**src/rtl/inst_cache_pkg.sv**
```systemverilog
// Shared definitions for the instruction cache: geometry defaults and FSM state encoding.
package inst_cache_pkg;

    localparam int DEF_INDEX_BITS  = 4;
    localparam int DEF_OFFSET_BITS = 4;
    localparam int DEF_ADDR_WIDTH  = 32;
    localparam int WORD_W          = 32;

    typedef enum logic [1:0] {
        S_IDLE,
        S_FILL,
        S_RESP
    } state_t;

    function automatic int line_words(input int offset_bits);
        return 2 ** (offset_bits - 2);
    endfunction

endpackage

```
**src/rtl/inst_cache_array.sv**
```systemverilog
// Direct-mapped valid/tag/data storage: async read by index, one full-line write port.
module inst_cache_array
    import inst_cache_pkg::*;
#(
    parameter int INDEX_BITS = DEF_INDEX_BITS,
    parameter int TAG_BITS   = 24,
    parameter int LINE_WORDS = 4
) (
    input  logic                               clk,
    input  logic                               rst,
    input  logic [INDEX_BITS-1:0]              rd_index,
    output logic                               rd_valid,
    output logic [TAG_BITS-1:0]                rd_tag,
    output logic [LINE_WORDS-1:0][WORD_W-1:0]  rd_line,
    input  logic                               we,
    input  logic [INDEX_BITS-1:0]              wr_index,
    input  logic [TAG_BITS-1:0]                wr_tag,
    input  logic [LINE_WORDS-1:0][WORD_W-1:0]  wr_line
);

    localparam int LINES = 2 ** INDEX_BITS;

    logic [LINES-1:0]                      valid;
    logic [TAG_BITS-1:0]                   tags [LINES];
    logic [LINE_WORDS-1:0][WORD_W-1:0]     data [LINES];

    assign rd_valid = valid[rd_index];
    assign rd_tag   = tags[rd_index];
    assign rd_line  = data[rd_index];

    always_ff @(posedge clk) begin
        if (rst) begin
            valid <= '0;
        end else if (we) begin
            valid[wr_index] <= 1'b1;
        end
    end

    // Tag/data need no reset: they are only observed through a set valid bit.
    always_ff @(posedge clk) begin
        if (we) begin
            tags[wr_index] <= wr_tag;
            data[wr_index] <= wr_line;
        end
    end

endmodule

```
**src/rtl/inst_cache.sv**
```systemverilog
// Direct-mapped read-only instruction cache: 1-cycle hits, word-by-word line refill from the arbiter.
module inst_cache
    import inst_cache_pkg::*;
#(
    parameter int INDEX_BITS  = DEF_INDEX_BITS,
    parameter int OFFSET_BITS = DEF_OFFSET_BITS,
    parameter int ADDR_WIDTH  = DEF_ADDR_WIDTH
) (
    input  logic                  clk_in,
    input  logic                  rst_in,
    input  logic                  rdy_in,
    input  logic                  _clear,
    input  logic                  _fetch_valid,
    input  logic [ADDR_WIDTH-1:0] _pc,
    output logic                  _inst_ready_out,
    output logic [31:0]           _inst_out,
    output logic                  _mem_req,
    output logic [ADDR_WIDTH-1:0] _mem_addr,
    input  logic                  _mem_ready_in,
    input  logic [31:0]           _mem_data_in
);

    localparam int LINE_WORDS = line_words(OFFSET_BITS);
    localparam int WORD_BITS  = OFFSET_BITS - 2;
    localparam int TAG_BITS   = ADDR_WIDTH - INDEX_BITS - OFFSET_BITS;
    localparam int TAG_LO     = OFFSET_BITS + INDEX_BITS;

    state_t                              state;
    logic                                abort;
    logic [ADDR_WIDTH-1:0]               pc_q;
    logic [WORD_BITS-1:0]                cnt;
    logic [LINE_WORDS-1:0][WORD_W-1:0]   fill_buf;
    logic [LINE_WORDS-1:0][WORD_W-1:0]   fill_line;

    logic                                rd_valid;
    logic [TAG_BITS-1:0]                 rd_tag;
    logic [LINE_WORDS-1:0][WORD_W-1:0]   rd_line;

    logic [WORD_BITS-1:0]  pc_word, q_word;
    logic [INDEX_BITS-1:0] pc_index, q_index;
    logic [TAG_BITS-1:0]   pc_tag, q_tag;
    logic                  hit, cnt_last, fill_we;
    logic                  unused;

    assign pc_word  = _pc[OFFSET_BITS-1:2];
    assign pc_index = _pc[TAG_LO-1:OFFSET_BITS];
    assign pc_tag   = _pc[ADDR_WIDTH-1:TAG_LO];
    assign q_word   = pc_q[OFFSET_BITS-1:2];
    assign q_index  = pc_q[TAG_LO-1:OFFSET_BITS];
    assign q_tag    = pc_q[ADDR_WIDTH-1:TAG_LO];
    assign unused   = ^{_pc[1:0], pc_q[1:0]};

    assign hit      = rd_valid && (rd_tag == pc_tag);
    assign cnt_last = (cnt == WORD_BITS'(LINE_WORDS - 1));
    assign fill_we  = rdy_in && (state == S_FILL) && _mem_ready_in && cnt_last;

    // The last word goes straight from the bus into the installed line.
    always_comb begin
        fill_line      = fill_buf;
        fill_line[cnt] = _mem_data_in;
    end

    inst_cache_array #(
        .INDEX_BITS (INDEX_BITS),
        .TAG_BITS   (TAG_BITS),
        .LINE_WORDS (LINE_WORDS)
    ) u_array (
        .clk      (clk_in),
        .rst      (rst_in),
        .rd_index (pc_index),
        .rd_valid (rd_valid),
        .rd_tag   (rd_tag),
        .rd_line  (rd_line),
        .we       (fill_we),
        .wr_index (q_index),
        .wr_tag   (q_tag),
        .wr_line  (fill_line)
    );

    always_ff @(posedge clk_in) begin
        if (rst_in) begin
            state           <= S_IDLE;
            abort           <= 1'b0;
            pc_q            <= '0;
            cnt             <= '0;
            fill_buf        <= '0;
            _inst_ready_out <= 1'b0;
            _inst_out       <= '0;
            _mem_req        <= 1'b0;
            _mem_addr       <= '0;
        end else if (rdy_in) begin
            _inst_ready_out <= 1'b0;
            case (state)
                S_IDLE: begin
                    if (_fetch_valid && !_clear) begin
                        if (hit) begin
                            _inst_ready_out <= 1'b1;
                            _inst_out       <= rd_line[pc_word];
                        end else begin
                            pc_q      <= _pc;
                            cnt       <= '0;
                            abort     <= 1'b0;
                            _mem_req  <= 1'b1;
                            _mem_addr <= {_pc[ADDR_WIDTH-1:OFFSET_BITS], OFFSET_BITS'(0)};
                            state     <= S_FILL;
                        end
                    end
                end
                S_FILL: begin
                    // A flush cannot cancel the line mid-burst; it only suppresses the response.
                    if (_clear) abort <= 1'b1;
                    if (_mem_ready_in) begin
                        fill_buf[cnt] <= _mem_data_in;
                        cnt           <= cnt + 1'b1;
                        _mem_addr     <= _mem_addr + ADDR_WIDTH'(4);
                        if (cnt_last) begin
                            _mem_req <= 1'b0;
                            if (abort || _clear) begin
                                state <= S_IDLE;
                            end else begin
                                state           <= S_RESP;
                                _inst_ready_out <= 1'b1;
                                _inst_out       <= fill_line[q_word];
                            end
                        end
                    end
                end
                S_RESP:  state <= S_IDLE;
                default: state <= S_IDLE;
            endcase
        end
    end

endmodule
```
**config.mk**
```make
export PLATFORM = sky130hd
export DESIGN_NAME = inst_cache
export DESIGN_NICKNAME = d
export VERILOG_FILES = /design/src/rtl/inst_cache_pkg.sv /design/src/rtl/inst_cache_array.sv /design/src/rtl/inst_cache.sv
export SDC_FILE = /design/constraint.sdc
export NUM_CORES = 2
export LEC_CHECK = 0
export ABC_CLOCK_PERIOD_IN_PS = 19000
export BUFFER_PORTS_ARGS = -buffer_cell sky130_fd_sc_hd__buf_4
export CAP_MARGIN = 0
export CORE_MARGIN = 2
export CORE_UTILIZATION = 65
export CTS_BUF_LIST = sky130_fd_sc_hd__clkbuf_4 sky130_fd_sc_hd__clkbuf_8
export DETAILED_ROUTE_END_ITERATION = 8
export PLACE_DENSITY = 0.82
export SLEW_MARGIN = 10
export SYNTH_ARGS = -nofsm -noshare
export SYNTH_HDL_FRONTEND = slang
export SYNTH_SLANG_ARGS = --single-unit
export TNS_END_PERCENT = 10
```
**constraint.sdc**
```tcl
create_clock -name clk_in -period 19 [get_ports clk_in]
set_input_delay 2.85 -clock clk_in [delete_from_list [all_inputs] [get_ports clk_in]]
set_output_delay 2.85 -clock clk_in [all_outputs]
set_load 0.05 [all_outputs]
```
Word level (Yosys, flattened, before mapping):

Memories as Yosys holds them, arrays and structs flattened.
Cells that the tools add are included.

* add/subtract/negate cells: 2
* magnitude comparators: 7
* equality and inequality tests: 10
* multiplexer cells: 48
* bitwise logic cells: 2
* reductions and logical operators: 18

Operator list (count)
* 2-to-1 mux 32 bit: 11
* binary-select mux 32 bit (select 2 bit): 2
* bitwise mux 128 bit: 1
* case mux 32 bit (2 select lines): 2
* demux 32 bit (select 2 bit): 1
* adder 32 x 3 -> 32 bit (second input constant): 1
* equality test 24 bit: 1
* 2-to-1 mux 1 bit: 16
* 2-to-1 mux 2 bit: 8
* OR 16 bit: 1
* AND reduction 5 bit: 3
* inequality test 2 bit (second input constant): 7
* less-than comparator 4 x 5 -> 1 bit (second input constant): 2
* less-than comparator 2 x 3 -> 1 bit (second input constant): 3
* case mux 2 bit (2 select lines): 2
* logical AND 1 bit: 7
* AND reduction 7 bit: 1
* case mux 1 bit (2 select lines): 3
* AND reduction 6 bit: 1
* binary-select mux 1 bit (select 4 bit): 1
* demux 1 bit (select 4 bit): 1
* >= comparator 4 x 1 -> 1 bit (second input constant): 1
* AND reduction 4 bit: 1
* AND reduction 3 bit: 1
* other kinds (9): 9

* register bits after elaboration: 247
* bits in writable memories: 2432
* output and inout port bits: 66
* memories kept: 2

Memory list
* u_array.data: words 16, width 128, read ports 1, clocked after memory_dff 0, wr ports 1, line inst_cache_array.sv:25 `logic [LINE_WORDS-1:0][WORD_W-1:0] data [LINES];`
* u_array.tags: words 16, width 24, read ports 1, clocked after memory_dff 0, wr ports 1, line inst_cache_array.sv:24 `logic [TAG_BITS-1:0] tags [LINES];`

Depth between registers and ports, before layout:

* depth after elaboration: 11
* depth in mapped cells: 17
* mapped depth without buffers: 10

Modules after synthesis:

From an unflattened synthesis, not the netlist that was laid out.

* cell total of the unflattened synthesis: 5181
* area, all modules: 103884.6 µm²

By module, submodules not included
* inst_cache_array: instances 1, cells each 3805, area an instance 91313.8 µm², seq. area each 73350.3 µm²
* inst_cache: instances 1, cells each 1376, area an instance 12570.8 µm², seq. area each 4544.4 µm²

Worst setup path after synthesis:

Ideal clock, no wire load.

* path type: in2reg
* from: input _mem_ready_in
* to: memory u_array.data[0][0] in the netlist's numbering (enable)
* setup time: 0.852 ns
* arrival: 14.214 ns
* data required time: 18.148 ns
* slack: 3.934 ns
* stages: 6
* path through: clkbuf_1 -> and3_1 -> clkbuf_1 -> nand2_1 -> or3_1 -> nor3_1

* longest elaborated chain between the ends: 4

RTL lines
* start, declared: line inst_cache.sv:19 `input logic _mem_ready_in,`
* logical AND 1 bit (2 in a row): line inst_cache.sv:55 `assign fill_we = rdy_in && (state == S_FILL) && _mem_ready_in && cnt_last;`
* 2-to-1 mux 1 bit: line inst_cache_array.sv:41 `if (we) begin`
* 2-to-1 mux 1 bit (not written as such): line inst_cache_array.sv:43 `data[wr_index] <= wr_line;`
* end, declared: line inst_cache_array.sv:25

No other way between the ends.

Worst setup path in the final report:

* from: input _pc[5]
* to: register pc_q[16]

* longest elaborated chain between the ends: 5

RTL lines
* start, declared: line inst_cache.sv:14 `input logic [ADDR_WIDTH-1:0] _pc,`
* memory read (16 x 24 bit) / binary-select mux 1 bit (select 4 bit) (equally long branches)
* equality test 24 bit / 2-to-1 mux 1 bit (equally long branches): line inst_cache.sv:53, inst_cache_array.sv:27
* logical AND 1 bit *: line inst_cache.sv:53 `assign hit = rd_valid && (rd_tag == pc_tag);`
* NOT 1 bit (no source line) *
* AND reduction 4 bit (no source line) *
* end signal, assigned: line inst_cache.sv:100 `pc_q <= _pc;`
* end, declared: line inst_cache.sv:30 `logic [ADDR_WIDTH-1:0] pc_q;`

Every way passes the cells marked *; elsewhere a longest branch is shown, timed or not. The select of a mux whose other input is x is not followed.
A chain may end at the register's enable or synchronous reset.

==> results.sh <==
export IMPL_report_final_slew_viol_count=0
export IMPL_total_power_uw=11700
export IMPL_skew_ns=0.0960
export IMPL_grt_total_usage=0.302
export IMPL_post_cts_resized=0
export IMPL_num_vias=53100
export IMPL_clk_pin_slew_ns=0.06
export IMPL_totalWireLength_mm=245
export IMPL_synthArstFlopShare=0
export IMPL_regArea_um2=77900
export IMPL_min_period_over_period=0.437
export IMPL_multi_input_comb_area_um2=25100
export IMPL_drt_iter0_markers=6941
export IMPL_antenna_found_initial=8
export IMPL_slew_headroom=0.207
export IMPL_ios=136
export IMPL_p_leak_uw=0.0399
export IMPL_chipWidth_um=405
export IMPL_nets=5389
export IMPL_grt_first_pass_wirelength_mm=356
export IMPL_vias_per_cell=6.80
export IMPL_fmax_mhz=120
export IMPL_initial_core_util=0.653
export IMPL_ys_ff_latch=2675
export IMPL_cts_root_buf="clkbuf_8"
export IMPL_setup_tns_ns=0
export IMPL_htree_levels=5
export IMPL_cts_tree="built"
export IMPL_die_area_um2=164000
export IMPL_syn_area_um2=105000
export IMPL_worst_slew_pin_slew_ns=1.19
export IMPL_syn_inst=4972
export IMPL_crit_arrival_ns=9.18
export IMPL_die_h_um=405
export IMPL_max_vdd_ir_drop_mv=0.0724
export IMPL_grt_max_degree=127
export IMPL_drv_cap=0
export IMPL_path_cells="buf_8 > buf_12 > buf_4 > mux2_2 > a221oi_2 > nor2_1 > mux2_2 > or4_1 > or4_4 > o31ai_4 > nor2_4 > buf_4 > mux2i_1 > nor2_1"
export IMPL_path_delay_family="buffers and inverters"
export IMPL_rsz0062_at_grt="no"
export IMPL_clock_latency_ns=1.10
export IMPL_clockBufferDepth=4
export IMPL_io_buffers=131
export IMPL_synth_edf_count=2432
export IMPL_yosysUniqueCellTypes=70
export IMPL_layout_common_cells="edfxtp_1 (2,432), mux4_2 (788), clkbuf_8 (462)"
export IMPL_worstSetupEndpointType="flip-flop"
export IMPL_cp_slowest_stage_delay_ns=0.89
export IMPL_pwr_density_cell_nw_per_um2=101
export IMPL_synth_main_ff_cell="edfxtp_1"
export IMPL_run_status="completed"
export IMPL_hold_viol=0
export IMPL_yosysWarnings=0
export IMPL_avgSynthCellArea_um2=21.0
export IMPL_grt_pass1_vias=54600
export IMPL_worstPathRequired_ns=19.87
export IMPL_areaGrowthSynthToFinish_pct=11.2
export IMPL_setup_viol=0
export IMPL_fillers=8569
export IMPL_path_max_fanout=122
export IMPL_cts_made_buffers=416
export IMPL_hpwl_mm=120
export IMPL_mostFrequentLayoutCell="edfxtp_1"
export IMPL_wl_per_cell_um=31.3
export IMPL_ys_seq_area_frac=0.744
export IMPL_core_um2=160000
export IMPL_num_rows=147
export IMPL_grt_overflow=0
export IMPL_cp_start_kind="input port"
export IMPL_min_period_ns=8.31
export IMPL_crit_type="in -> reg"
export IMPL_cp_buffers_inverters=4
export IMPL_hold_path_class="reg -> reg"
export IMPL_ant_nets=0
export IMPL_slowest_stage="buf_4"
export IMPL_drc_errors=0
export IMPL_dr_pass1_iters=6
export IMPL_holdBufCountCts=0
export IMPL_place_congestion=0.816
export IMPL_layout_drive_gt1_share=0.309
export IMPL_post_cts_buffers=0
export IMPL_cts_sinks=2675
==> registers in the layout, indices dropped and copies added, names as in the netlist <==
register and flops:
u_array.tags 384, _mem_req 1, _inst_ready_out 1, state 2, _inst_out 32, fill_buf 128
u_array.data 2048, pc_q 30, _mem_addr 30, u_array.valid 16, cnt 2, abort 1
==> synth_stat cells (7+ instances only) <==
library cell | n | share of area
a32o_1 | 8 | 0.00077
mux2_2 | 8 | 0.00086
nor4_1 | 9 | 0.00054
buf_6 | 11 | 0.0012
buf_4 | 14 | 0.0010
buf_2 | 63 | 0.0030
inv_1 | 140 | 0.0050
nand2b_1 | 13 | 0.00078
o211ai_1 | 7 | 0.00050
mux4_2 | 788 | 0.17
a21oi_1 | 42 | 0.0020
dfxtp_1 | 243 | 0.046
a21boi_0 | 7 | 0.00050
nor2_1 | 252 | 0.0090
clkbuf_1 | 179 | 0.0064
nand3_1 | 19 | 0.00091
xor2_1 | 14 | 0.0012
o21a_1 | 7 | 0.00050
a211oi_1 | 128 | 0.0092
nor3_1 | 23 | 0.0011
a22oi_1 | 10 | 0.00072
xnor2_1 | 7 | 0.00059
buf_1 | 31 | 0.0011
nand2_1 | 96 | 0.0034
edfxtp_1 | 2432 | 0.70
o31ai_1 | 10 | 0.00072
o22ai_1 | 8 | 0.00048
nand4_1 | 7 | 0.00042
o21ai_0 | 60 | 0.0029
o32ai_1 | 8 | 0.00067
mux2i_1 | 251 | 0.024
==> layer usage <==
metal | track usage | wire length [um]
met1 | 0.409 | 87100
met2 | 0.491 | 122000
met3 | 0.0637 | 26700
met4 | 0.115 | 8500
met5 | 0 | 54
==> power breakdown <==
part | leakage [uW] | total, uW | internal, uW | switching, uW
Clock | 0.00447 | 4770 | 2620 | 2150
Sequential | 0.0257 | 6410 | 6390 | 19.0
Combinational | 0.00978 | 525 | 226 | 299
Total | 0.0399 | 11700 | 9240 | 2470
==> final cells by class <==
type / count / share of cell area
Multi-Input combinational cell: 1858 / 0.216
Tap cell: 2160 / 0.0232
Clock inverter: 130 / 0.00632
Sequential cell: 2675 / 0.669
Clock buffer: 624 / 0.0651
Timing Repair Buffer: 222 / 0.0155
Antenna cell: 3 / 0.0000645
Inverter: 141 / 0.00461
==> per-stage QoR <==
stage               hold slack (ns)  area [um^2]  worst slack, ns   util  instances
floorplan                     0.435       105000             3.93      -       4973
global placement              0.443       108000             9.96  0.674       7056
detailed placement            0.452       108000             9.82  0.674       7056
CTS                           0.467       116000            10.92  0.726       7810
global route                  0.482       116000            10.58  0.726       7813
finish                        0.467       116000            10.69  0.726       7813
==> worst register-to-register path: cells and delay by family, from the launching register on <==
kind | cells | cell delay (ns)
buffers and inverters | 3 | 2.37
and+or+nand+nor | 4 | 2.75
DFF | 1 | 0.88
==> cell families (layout without fill, tap and decap cells) <==
logic type / Yosys count / after routing / synth area share
AO/OA/AOI/OAI: 329 / 329 / 0.0220
XOR/XNOR: 21 / 21 / 0.00176
adder cells (fa/ha/maj): 5 / 5 / 0.000598
buffers and inverters: 440 / 1117 / 0.0179
flip-flops: 2675 / 2675 / 0.744
multiplexers: 1049 / 1049 / 0.195
other: 1 / 5 / 0.0000358
AND/OR/NAND/NOR: 452 / 452 / 0.0185
==> worst paths after layout <==
path | startpoint | to | slack, ns | cells past startpoint
setup reg to reg | state[0] | u_array.data[14][86] | 12.55 | 7
hold reg to reg | u_array.valid[12] | u_array.valid[12] | 0.47 | 2
setup / recovery | _pc[5] | pc_q[16] | 10.69 | 14
hold / removal | u_array.valid[12] | u_array.valid[12] | 0.47 | 2
Power figures use the tool's default switching activity.
